$ cat src/rtl/pll_drp_pkg.sv
// Shared types and constants for the PLLE2_ADV DRP reconfiguration controller.
// Holds the controller state encoding, DRP bus widths, well-known PLL register
// addresses and the masked-merge helper used for read-modify-write.
package pll_drp_pkg;

  localparam int DRP_AW = 7;
  localparam int DRP_DW = 16;

  typedef enum logic [3:0] {
    IDLE,
    HOLD,
    READ,
    WAIT_RD,
    WRITE,
    WAIT_WR,
    NEXT,
    RELEASE,
    WAIT_LOCK,
    ERR
  } state_t;

  // PLLE2_ADV DRP register map (subset used by reconfiguration sequences)
  localparam logic [DRP_AW-1:0] ADDR_CLKOUT0_1  = 7'h08;
  localparam logic [DRP_AW-1:0] ADDR_CLKOUT0_2  = 7'h09;
  localparam logic [DRP_AW-1:0] ADDR_CLKFBOUT_1 = 7'h14;
  localparam logic [DRP_AW-1:0] ADDR_CLKFBOUT_2 = 7'h15;
  localparam logic [DRP_AW-1:0] ADDR_DIVCLK     = 7'h16;
  localparam logic [DRP_AW-1:0] ADDR_LOCK1      = 7'h18;
  localparam logic [DRP_AW-1:0] ADDR_LOCK2      = 7'h19;
  localparam logic [DRP_AW-1:0] ADDR_LOCK3      = 7'h1A;
  localparam logic [DRP_AW-1:0] ADDR_FILT1      = 7'h4E;
  localparam logic [DRP_AW-1:0] ADDR_FILT2      = 7'h4F;

  // mask bit = 1 keeps the bit read from the PLL, 0 takes the new value
  function automatic logic [DRP_DW-1:0] merge_bits(input logic [DRP_DW-1:0] old_val,
                                                   input logic [DRP_DW-1:0] mask,
                                                   input logic [DRP_DW-1:0] new_val);
    return (old_val & mask) | (new_val & ~mask);
  endfunction

endpackage

$ cat src/rtl/pll_drp_ctrl_sync_2ff.sv
// Two-flop synchronizer for a slow asynchronous level (PLL LOCKED).
// Latency: 2 clock cycles. No backpressure.
// Ports: clock, reset (async active-low), d (async input), q (synchronized).
module sync_2ff (
  input  logic clock,
  input  logic reset,
  input  logic d,
  output logic q
);

  logic meta;

  always_ff @(posedge clock or negedge reset) begin
    if (!reset) begin
      meta <= 1'b0;
      q    <= 1'b0;
    end else begin
      meta <= d;
      q    <= meta;
    end
  end

endmodule

$ cat src/rtl/pll_drp_ctrl.sv
// DRP initiator: masked read-modify-write of PLLE2_ADV registers with the PLL held in reset, then relock.
// Latency: accept -> RST_HOLD+1 hold cycles -> read -> write per entry; done 3 cycles after LOCKED rises.
// Backpressure: req_ready only in IDLE/NEXT; the host may stall indefinitely between entries.
// Ports: clock (also PLL DCLK), reset (async active-low), req_* host entry stream,
//        busy/done/error status, drp_* DRP initiator bus, pll_rst/pll_locked PLL control.
module pll_drp_ctrl
  import pll_drp_pkg::*;
#(
  parameter int RST_HOLD     = 4,
  parameter int DRDY_TIMEOUT = 64,
  parameter int LOCK_TIMEOUT = 65535
) (
  input  logic              clock,
  input  logic              reset,
  input  logic              req_valid,
  output logic              req_ready,
  input  logic [DRP_AW-1:0] req_addr,
  input  logic [DRP_DW-1:0] req_mask,
  input  logic [DRP_DW-1:0] req_data,
  input  logic              req_last,
  output logic              busy,
  output logic              done,
  output logic              error,
  output logic [DRP_AW-1:0] drp_daddr,
  output logic              drp_den,
  output logic              drp_dwe,
  output logic [DRP_DW-1:0] drp_di,
  input  logic [DRP_DW-1:0] drp_do,
  input  logic              drp_drdy,
  output logic              pll_rst,
  input  logic              pll_locked
);

  localparam int HW = $clog2(RST_HOLD) + 1;
  localparam int TW = $clog2(DRDY_TIMEOUT) + 1;
  localparam int LW = $clog2(LOCK_TIMEOUT) + 1;

  localparam logic [HW-1:0] HOLD_INIT = HW'(RST_HOLD);
  localparam logic [TW-1:0] TO_LAST   = TW'(DRDY_TIMEOUT - 1);
  localparam logic [LW-1:0] LK_LAST   = LW'(LOCK_TIMEOUT - 1);

  state_t            state;
  logic [HW-1:0]     hold_cnt;
  logic [TW-1:0]     to_cnt;
  logic [LW-1:0]     lock_cnt;
  logic [DRP_DW-1:0] lat_mask;
  logic [DRP_DW-1:0] lat_data;
  logic              lat_last;
  logic              locked_s;

  wire accept = req_valid && req_ready;

  sync_2ff u_lock_sync (
    .clock (clock),
    .reset (reset),
    .d     (pll_locked),
    .q     (locked_s)
  );

  // drp_daddr doubles as the latched entry address; it only changes on accept,
  // so it is stable for the whole read-modify-write of that entry.
  always_ff @(posedge clock or negedge reset) begin
    if (!reset) begin
      state     <= IDLE;
      req_ready <= 1'b0;
      busy      <= 1'b0;
      done      <= 1'b0;
      error     <= 1'b0;
      drp_den   <= 1'b0;
      drp_dwe   <= 1'b0;
      drp_daddr <= '0;
      drp_di    <= '0;
      pll_rst   <= 1'b0;
      hold_cnt  <= '0;
      to_cnt    <= '0;
      lock_cnt  <= '0;
      lat_mask  <= '0;
      lat_data  <= '0;
      lat_last  <= 1'b0;
    end else begin
      done    <= 1'b0;
      drp_den <= 1'b0;
      drp_dwe <= 1'b0;

      case (state)
        IDLE: begin
          if (accept) begin
            drp_daddr <= req_addr;
            lat_mask  <= req_mask;
            lat_data  <= req_data;
            lat_last  <= req_last;
            error     <= 1'b0;
            busy      <= 1'b1;
            pll_rst   <= 1'b1;
            hold_cnt  <= HOLD_INIT;
            req_ready <= 1'b0;
            state     <= HOLD;
          end else begin
            req_ready <= 1'b1;
          end
        end

        HOLD: begin
          if (hold_cnt == '0) begin
            drp_den <= 1'b1;
            state   <= READ;
          end else begin
            hold_cnt <= hold_cnt - 1'b1;
          end
        end

        READ: begin
          to_cnt <= '0;
          state  <= WAIT_RD;
        end

        WAIT_RD: begin
          if (drp_drdy) begin
            drp_di  <= merge_bits(drp_do, lat_mask, lat_data);
            drp_den <= 1'b1;
            drp_dwe <= 1'b1;
            state   <= WRITE;
          end else if (to_cnt >= TO_LAST) begin
            error   <= 1'b1;
            busy    <= 1'b0;
            pll_rst <= 1'b0;
            state   <= ERR;
          end else if (to_cnt != '1) begin
            to_cnt <= to_cnt + 1'b1;
          end
        end

        WRITE: begin
          to_cnt <= '0;
          state  <= WAIT_WR;
        end

        WAIT_WR: begin
          if (drp_drdy) begin
            if (lat_last) begin
              pll_rst <= 1'b0;
              state   <= RELEASE;
            end else begin
              req_ready <= 1'b1;
              state     <= NEXT;
            end
          end else if (to_cnt >= TO_LAST) begin
            error   <= 1'b1;
            busy    <= 1'b0;
            pll_rst <= 1'b0;
            state   <= ERR;
          end else if (to_cnt != '1) begin
            to_cnt <= to_cnt + 1'b1;
          end
        end

        // PLL stays in reset while the host prepares the next entry; no hold needed
        NEXT: begin
          if (accept) begin
            drp_daddr <= req_addr;
            lat_mask  <= req_mask;
            lat_data  <= req_data;
            lat_last  <= req_last;
            req_ready <= 1'b0;
            drp_den   <= 1'b1;
            state     <= READ;
          end
        end

        RELEASE: begin
          lock_cnt <= '0;
          state    <= WAIT_LOCK;
        end

        WAIT_LOCK: begin
          if (locked_s) begin
            done      <= 1'b1;
            busy      <= 1'b0;
            req_ready <= 1'b1;
            state     <= IDLE;
          end else if (lock_cnt >= LK_LAST) begin
            error   <= 1'b1;
            busy    <= 1'b0;
            pll_rst <= 1'b0;
            state   <= ERR;
          end else if (lock_cnt != '1) begin
            lock_cnt <= lock_cnt + 1'b1;
          end
        end

        // outputs were already driven on entry; one cycle here, then back to IDLE
        ERR: begin
          req_ready <= 1'b1;
          state     <= IDLE;
        end

        default: state <= IDLE;
      endcase
    end
  end

endmodule

$ cat config.mk
export PLATFORM = sky130hd
export DESIGN_NAME = pll_drp_ctrl
export DESIGN_NICKNAME = d
export VERILOG_FILES = /design/src/rtl/pll_drp_pkg.sv /design/src/rtl/pll_drp_ctrl_sync_2ff.sv /design/src/rtl/pll_drp_ctrl.sv
export SDC_FILE = /design/constraint.sdc
export NUM_CORES = 1
export LEC_CHECK = 0
export CORE_UTILIZATION = 60
export DETAILED_ROUTE_END_ITERATION = 12
export DONT_BUFFER_PORTS = 1
export PLACE_DENSITY = 0.78
export SYNTH_ARGS = -nofsm -noshare
export SYNTH_HDL_FRONTEND = slang
export SYNTH_SLANG_ARGS = --single-unit
$ cat constraint.sdc
create_clock -name clock -period 6.8 [get_ports clock]
set_input_delay 0.68 -clock clock [delete_from_list [all_inputs] [get_ports clock]]
set_output_delay 0.68 -clock clock [all_outputs]
set_load 0.02 [all_outputs]
==> results of run 1 <==
==> cells by family (layout without fill, tap and decap cells) <==
group / count (synthesis) / in the layout / share of synthesized area [%]
mux: 60 / 60 / 14.6
buf+inv: 26 / 29 / 2.30
xor+xnor: 4 / 4 / 0.786
flops: 96 / 96 / 53.9
fa+ha+maj: 6 / 6 / 1.68
simple gates: 119 / 119 / 14.5
compound gates: 86 / 86 / 12.1
==> worst max-delay path, cell delays in order, from the launching register on <==
cell and delay (ns):
dfrtp_1 0.58, xnor2_1 0.45, nand3_2 0.86, mux2_2 0.59
==> metal layers <==
layer	share of wire [%]	GRT usage [%]	routed length, um	up-vias
met5	0	0	0	-
met4	0.81	5.43	70	0
met3	6.9	7.35	592	8
met2	47	38.3	4100	93
met1	45	32.6	3880	1473
li1	-	-	-	1456
==> synthesized netlist by cell type, types with 4 or more instances <==
master and count:
a21oi_1 22, and2_1 6, buf_2 4, clkbuf_1 11, dfrtp_1 96, ha_1 6, inv_1 8, mux2_2 41
mux2i_1 19, nand2_1 42, nand2b_1 8, nand3_1 9, nand4_1 9, nor2_1 7, nor3_1 6, o21ai_0 21
o21ai_1 8, o22ai_1 4, o31ai_1 10, or3_1 6, or4_1 10
==> final timing paths <==
kind / end / depth (start not counted)
worst min-delay path: lat_data[3] / 0
worst max register to register: lat_data[13] / 3
worst max-delay path: lat_data[13] / 3
max in group asynchronous: lock_cnt[6] / 1
min in group clock: u_lock_sync.meta / 0
worst min register to register: u_lock_sync.q / 0
==> area by class of cell <==
| type | count | area share (%) |
|---|---|---|
| Multi-Input combinational cell | 275 | 41.0 |
| Tap cell | 99 | 2.59 |
| Timing Repair Buffer | 5 | 1.31 |
| Sequential cell | 96 | 50.3 |
| Clock buffer | 10 | 2.88 |
| Clock inverter | 6 | 1.31 |
| Inverter | 8 | 0.629 |
==> power groups by stage <==
stage               Sequential (mW)  Clock, mW  Combinational [mW]
global route                   1.08      0.397               0.662
CTS                            1.05      0.377               0.593
floorplan                     0.981          0               0.528
global placement               1.05          0               0.551
detailed placement             1.06          0               0.580
finish                         1.05      0.367               0.591
==> repair_timing <==
item                      CTS  global route
hold endpoints to repair   43            16
resized for setup           0             0
hold buffers                2             1
setup buffers               0             0
==> state kept, by name, indices dropped and copies added (netlist names) <==
name,cells
busy,1
lat_mask,16
lat_data,16
drp_daddr,7
drp_dwe,1
state,4
lat_last,1
pll_rst,1
error,1
drp_den,1
drp_di,16
done,1
hold_cnt,3
to_cnt,7
req_ready,1
lock_cnt,17
u_lock_sync.q,1
u_lock_sync.meta,1
==> impl_metrics.toml, run 1 <==
[global_route]
track_usage_pct = 24.0
grt_pass1_vias = 3011
grt_pass1_wl_um = 14300
grt_max_degree = 44
antenna_found_initial = 0
grt_overflow = 0

[finish]
fin_nets = 462
final-seq-area_um2 = 2400
multiInputGateArea_um2 = 1960
fill_cells = 575
final_cell_mix = "dfrtp_1, nand2_1, mux2_2"
fin_area_um2 = 4770
drive_gt1_share_pct = 17.0
utilization_pct = 66.2
diodes = 0
final_cells = 499
final_common_cell = "dfrtp_1"
area_growth_syn_to_layout_pct = 7.16

[logic_synthesis]
synth_ff_type = "dfrtp_1"
yosys.area.top_type_share_pct = 53.9
yosysSeqAreaShare_pct = 53.9
synth_cells = 397
ys_types = 50
synthesis.nets = 464
async_flop_share_pct = 100
synth-seq-cells = 96
synth-edff-count = 0
syn_area_per_cell_um2 = 11.2
synth_area_um2 = 4460
synthTopCellsByArea = "dfrtp_1, mux2_2, mux2i_1, nand2_1, a21oi_1"
yosysWarningCount = 0
yosysTopAreaCell = "dfrtp_1"

[power_and_ir_drop]
p_int_mw = 1.24
switching_share_pct = 38.4
power_density_nw_per_um2 = 421
seqPwrFrac_pct = 52.4
ir_worst_vdd_mv = 0.253
p_switching_mw = 0.772
finalPower_mw = 2.01
cellLeakagePower_nw = 2.07
combPwrFrac_pct = 29.4
clockPowerShare_pct = 18.2

[drt]
post_drt_wl_per_cell_um = 17.3
via_count = 3030
via_per_inst = 6.07
first_pass_iters = 4
drt_iter0_markers = 322
antenna_left = 0
wirelength_um = 8640
drc = 0

[floorplan]
initial_utilization_pct = 61.8
rows = 31
io_pins = 91
die_h_um = 88.2
core_area_um2 = 7210
die_w_um = 88.2
dieArea_um2 = 7770

[timing]
setup_tns_ns = 0
hold_viol = 0
rsz0062_at_grt = "no"
worst_pin_slew_ns = 0.998
post-route-period-util_pct = 38.5
finalWorstSetupSlack_ns = 4.18
finalSetupViolCount = 0
slew_headroom_pct = 31.7
drv_slew = 0
whs_ns = 0.0209
period_minus_slack_ns = 2.62
fmax_mhz = 382
clock_skew_ns = 0.0133

[placed_design]
placed_area_um2 = 4530
port-buffer-count = 0
gp_congestion = 0.814
dpl.hpwl_um = 5840
place_ws_ns = 4.25
dp.cells = 480

[clocking]
clockBufferDepth = 2
cts_sinks = 96
cts_tree = "yes"
cts_root_buf = "clkbuf_8"
cts_buffers = 9
insertion_delay_ns = 0.35
htree_levels = 3
clk_pin_slew_ns = 0.10

[worst_setup_path]
reg2reg_slack_ns = 4.18
worstPathRequired_ns = 7.03
start_kind = "flop"
worstSetupPathType = "flop to flop"
cp_max_fo = 40
crit_arrival_ns = 2.85
crit_start = "state[2]"
endpoint_kind = "flop"
r2r-start = "state[2]"

[hold_path]
hold_class = "primary input to asynchronous set/reset pin"

[outcome]
outcome = "finished clean"

[run]
max_cap_viol_count = 0
Power figures use the tool's default switching activity.
==> run 2: changes to the inputs <==
--- a/config.mk
+++ b/config.mk
@@ -5,10 +5,10 @@
 export SDC_FILE = /design/constraint.sdc
 export NUM_CORES = 1
 export LEC_CHECK = 0
-export CORE_UTILIZATION = 60
+export CORE_UTILIZATION = 57
 export DETAILED_ROUTE_END_ITERATION = 12
 export DONT_BUFFER_PORTS = 1
-export PLACE_DENSITY = 0.78
+export PLACE_DENSITY = 0.77
 export SYNTH_ARGS = -nofsm -noshare
 export SYNTH_HDL_FRONTEND = slang
 export SYNTH_SLANG_ARGS = --single-unit
==> constraint.sdc (replaced) <==
create_clock -name clock -period 2.23 [get_ports clock]
set_input_delay 0.223 -clock clock [delete_from_list [all_inputs] [get_ports clock]]
set_output_delay 0.223 -clock clock [all_outputs]
set_load 0.02 [all_outputs]
==> impl_metrics.toml, run 2 (synthesis results as in run 1) <==
[outcome]
outcome = "complete, but fails checks"
violations = "hold timing, setup timing"

[global_route]
grt_pass1_vias = 3400
grt_overflow = 0
grt_max_degree = 97
track_usage_pct = 25.8
grt_pass1_wl_um = 16700
antenna_found_initial = 0

[drt]
wl_met1_um = 4090
first_pass_iters = 4
wirelength_um = 10200
via_per_inst = 6.11
post_drt_wl_per_cell_um = 17.9
dr_wl_met3_um = 765
drc = 0
highest_layer = "met4"
antenna_left = 0
drt_iter0_markers = 212
wl_met2_um = 5130
via_count = 3469

[placed_design]
gp_congestion = 0.860
dp.cells = 504
placed_area_um2 = 4710
dpl.hpwl_um = 6110
port-buffer-count = 0
place_ws_ns = -0.0283

[clocking]
cts_buffers = 9
insertion_delay_ns = 0.37
cts_sinks = 96
cts_root_buf = "clkbuf_8"
clk_pin_slew_ns = 0.11
cts_tree = "yes"
htree_levels = 3
clockBufferDepth = 2

[hold_path]
hold_class = "primary input to asynchronous set/reset pin"

[finish]
fin_area_um2 = 5430
fin_nets = 531
final_common_cell = "dfrtp_1"
drive_gt1_share_pct = 23.2
diodes = 0
top_register = "lock_cnt"
final_cell_mix = "dfrtp_1, nand2_1, mux2_2, dlygate4sd3_1, buf_4"
fill_cells = 467
largest_reg_flops = 17
final_cells = 568
area_growth_syn_to_layout_pct = 21.8
utilization_pct = 73.2

[floorplan]
die_w_um = 90.4
initial_utilization_pct = 60.1
core_area_um2 = 7410
io_pins = 91
dieArea_um2 = 8170
die_h_um = 90.4
rows = 31

[timing]
slew_headroom_pct = 65.6
worst_pin_slew_ns = 0.516
finalSetupViolCount = 2
fmax_mhz = 447
whs_ns = -0.471
period_minus_slack_ns = 2.24
post-route-period-util_pct = 100
drv_slew = 0
finalWorstSetupSlack_ns = -0.00806
clock_skew_ns = 0.0111
rsz0062_at_grt = "yes"
hold_viol = 96

[worst_setup_path]
start_kind = "flop"
worstPathRequired_ns = 2.52
endpoint_kind = "flop"
worstSetupPathType = "flop to flop"
cp_max_fo = 8
crit_arrival_ns = 2.53

[power_and_ir_drop]
p_int_mw = 3.95
switching_share_pct = 38.5
cellLeakagePower_nw = 2.39
clockPowerShare_pct = 17.8
seqPwrFrac_pct = 48.1
ir_worst_vdd_mv = 0.777
combPwrFrac_pct = 34.1
p_switching_mw = 2.47
power_density_nw_per_um2 = 1180

[run]
max_cap_viol_count = 0
## run 2: what timing repair did
| item | CTS | global route |
|---|---|---|
| setup buffers | 4 | 3 |
| gates resized for setup | 7 | 9 |
| gates cloned | 1 | 0 |
| endpoints found under the hold margin | 134 | 99 |
| pin swaps | 7 | 8 |
| endpoints found under the setup margin | 3 | 15 |
| hold buffers | 38 | 3 |
## run 2: worst paths after layout
path,slack [ns],depth (start not counted),endpoint,from
max in group asynchronous,2.57,0,drp_dwe,reset
min in group clock,0.05,3,to_cnt[1],drp_drdy
setup reg to reg,-0.008,9,lock_cnt[14],lock_cnt[0]
setup / recovery,-0.008,9,lock_cnt[14],lock_cnt[0]
hold reg to reg,0.36,0,u_lock_sync.q,u_lock_sync.meta
hold / removal,-0.47,0,to_cnt[0],reset
## run 2: final cells by class
type / instances / area, um2 / share of cell area [%]
tap: 99 / 124 / 2.28
multi-input combinational: 275 / 2010 / 37.1
timing repair buffer: 74 / 662 / 12.2
inverter: 8 / 30.0 / 0.553
clock inverter: 6 / 58.8 / 1.08
sequential: 96 / 2400 / 44.3
clock buffer: 10 / 138 / 2.54
## run 2: stage by stage
step | TNS (ns) | hold WS (ns) | power, mW
after floorplan | 0 | -0.0726 | 4.60
after global placement | 0 | -0.0704 | 5.01
after detailed placement | -0.0554 | -0.0709 | 5.13
after CTS | -0.00547 | -0.476 | 6.34
after global routing | -0.510 | -0.487 | 6.78
final | -0.0138 | -0.471 | 6.42
## run 2: metal layers
layer	vias to the layer above	track usage [%]
li1	1594	-
met2	143	42.9
met3	17	7.74
met4	0	8.20
met1	1715	32.5
met5	-	0
## run 2: power by group through the flow
stage          clock network [mW]  logic [mW]  registers [mW]
2_1_floorplan                   0        1.61            2.99
3_3_place_gp                    0        1.94            3.07
3_5_place_dp                    0        2.04            3.09
4_1_cts                      1.15        2.13            3.06
5_1_grt                      1.22        2.40            3.15
6_report                     1.14        2.19            3.09
## run 2: critical path, cell delays in order (launching register included)
cell	delay, ns
dfrtp_1	0.40
ha_2	0.20
nand4_1	0.11
nor4_2	0.06
ha_2	0.20
o31ai_4	0.25
o211ai_1	0.15
buf_4	0.19
or4_4	0.48
a21oi_2	0.13
==> run 3: changes to the inputs <==
==> constraint.sdc (replaced) <==
create_clock -name clock -period 2.23 [get_ports clock]
set_input_delay 0.3345 -clock clock [delete_from_list [all_inputs] [get_ports clock]]
set_output_delay 0.3345 -clock clock [all_outputs]
set_load 0.02 [all_outputs]
==> impl_metrics.toml, run 3 (synthesis results as in run 1) <==
[finish]
final_common_cell = "dfrtp_1"
top_register = "lock_cnt"
fin_area_um2 = 5020
utilization_pct = 67.7
fin_nets = 493
final_cell_mix = "dfrtp_1, nand2_1, mux2_2"
drive_gt1_share_pct = 24.8
diodes = 0
largest_reg_flops = 17
area_growth_syn_to_layout_pct = 12.6

[run]
max_cap_viol_count = 0

[global_route]
grt_pass1_vias = 3160
grt_max_degree = 97
grt_pass1_wl_um = 15000
track_usage_pct = 23.0
grt_overflow = 0
antenna_found_initial = 0

[drt]
antenna_left = 0
first_pass_iters = 6
via_count = 3212
via_per_inst = 6.06
drc = 0
post_drt_wl_per_cell_um = 17.2
wirelength_um = 9140
drt_iter0_markers = 246

[power_and_ir_drop]
power_density_nw_per_um2 = 1250
cellLeakagePower_nw = 2.22
p_switching_mw = 2.37
seqPwrFrac_pct = 48.7
p_int_mw = 3.90
finalPower_mw = 6.27
ir_worst_vdd_mv = 0.816
switching_share_pct = 37.8
combPwrFrac_pct = 33.2
clockPowerShare_pct = 18.1

[clocking]
clockBufferDepth = 2
cts_root_buf = "clkbuf_8"
htree_levels = 3
clk_pin_slew_ns = 0.11
cts_sinks = 96
cts_buffers = 9
cts_tree = "yes"
hold_buffers = 1
insertion_delay_ns = 0.38

[timing]
fmax_mhz = 444
setup_tns_ns = -0.0476
finalWorstSetupSlack_ns = -0.0204
finalSetupViolCount = 4
post-route-period-util_pct = 101
worst_pin_slew_ns = 0.570
slew_headroom_pct = 61.6
hold_viol = 96
drv_slew = 0
whs_ns = -0.367
rsz0062_at_grt = "yes"
period_minus_slack_ns = 2.25
clock_skew_ns = 0.0115

[floorplan]
rows = 31
dieArea_um2 = 8170
initial_utilization_pct = 60.1
core_area_um2 = 7410
die_w_um = 90.4
die_h_um = 90.4
io_pins = 91

[worst_setup_path]
cp_top_family = "buffers and inverters"
cp.buffers_inverters = 5
critPathMaxStageDelay_ns = 0.45
slowest_stage = "or4_1"
cp_max_fo = 7
crit_path_frequent_cell = "buf_4"
crit_arrival_ns = 2.56
crit_chain = "buf_4, inv_1, ha_1, o211ai_1, or4_1, o211ai_1, buf_4, buf_4, buf_4, o31ai_1, a21oi_1"
endpoint_kind = "flop"
worstSetupPathType = "flop to flop"
start_kind = "flop"
worstPathRequired_ns = 2.54

[placed_design]
placed_area_um2 = 4710
port-buffer-count = 0
place_ws_ns = -0.0283
gp_congestion = 0.860
dpl.hpwl_um = 6110

[outcome]
outcome = "complete, but fails checks"
violations = "hold timing, setup timing"

[hold_path]
hold_class = "primary input to asynchronous set/reset pin"
run 3: cell types whose count changed in the layout (fill, tap and decap cells not counted), sizes merged:
cell         previous run  this run
dlygate4sd3            41         1
buf                    33        35
run 3: power by group through the flow:
stage	sequential, mW	combinational (mW)	clock [mW]
floorplan	2.99	1.61	0
CTS	3.06	2.08	1.15
detailed placement	3.09	2.04	0
global route	3.13	2.29	1.23
global placement	3.07	1.94	0
finish	3.05	2.09	1.13
run 3: cell type report:
| cell class | count | area [um2] |
|---|---|---|
| multi-input cells | 275 | 1990 |
| fillers | 538 | 2390 |
| flip-flops and latches | 96 | 2400 |
| clock inverters | 6 | 58.8 |
| inverters | 8 | 30.0 |
| repair buffers | 36 | 273 |
| clock buffers | 10 | 138 |
| well taps | 99 | 124 |
run 3: worst paths after layout:
| kind | from | to | slack (ns) | cells past startpoint |
|---|---|---|---|---|
| setup / recovery | lock_cnt[0] | lock_cnt[4] | -0.02 | 11 |
| hold / removal | reset | to_cnt[0] | -0.37 | 0 |
| setup reg to reg | lock_cnt[0] | lock_cnt[4] | -0.02 | 11 |
| hold reg to reg | u_lock_sync.meta | u_lock_sync.q | 0.36 | 0 |
| max in group asynchronous | reset | drp_di[9] | 2.44 | 0 |
| min in group clock | req_mask[3] | lat_mask[3] | 0.10 | 1 |
run 3: repair_timing:
action | 4_1_cts | 5_1_grt
endpoints found under the setup margin | 3 | 15
setup buffers | 4 | 4
endpoints found under the hold margin | 97 | 96
resized for setup | 7 | 4
cloned | 1 | 0
pin swaps | 7 | 11
run 3: layer usage:
layer	track usage, %	vias to the layer above	wire length (um)
met5	0	-	0
met4	6.85	0	138
met3	7.41	13	688
met2	36.7	120	4420
met1	30.1	1557	3900
li1	-	1522	-
run 3: stage by stage:
step	cells	hold slack (ns)
3_5_place_dp	504	0.0406
4_1_cts	526	-0.365
5_1_grt	530	-0.377
3_3_place_gp	504	0.0411
6_report	530	-0.367
2_1_floorplan	397	0.0389
run 3: worst register-to-register path, delay by kind of cell, from the launching register on:
kind / cells / cell delay [ns]
buf+inv: 5 / 0.64
compound gates: 4 / 0.54
simple gates: 1 / 0.45
flops: 1 / 0.40
fa+ha+maj: 1 / 0.14
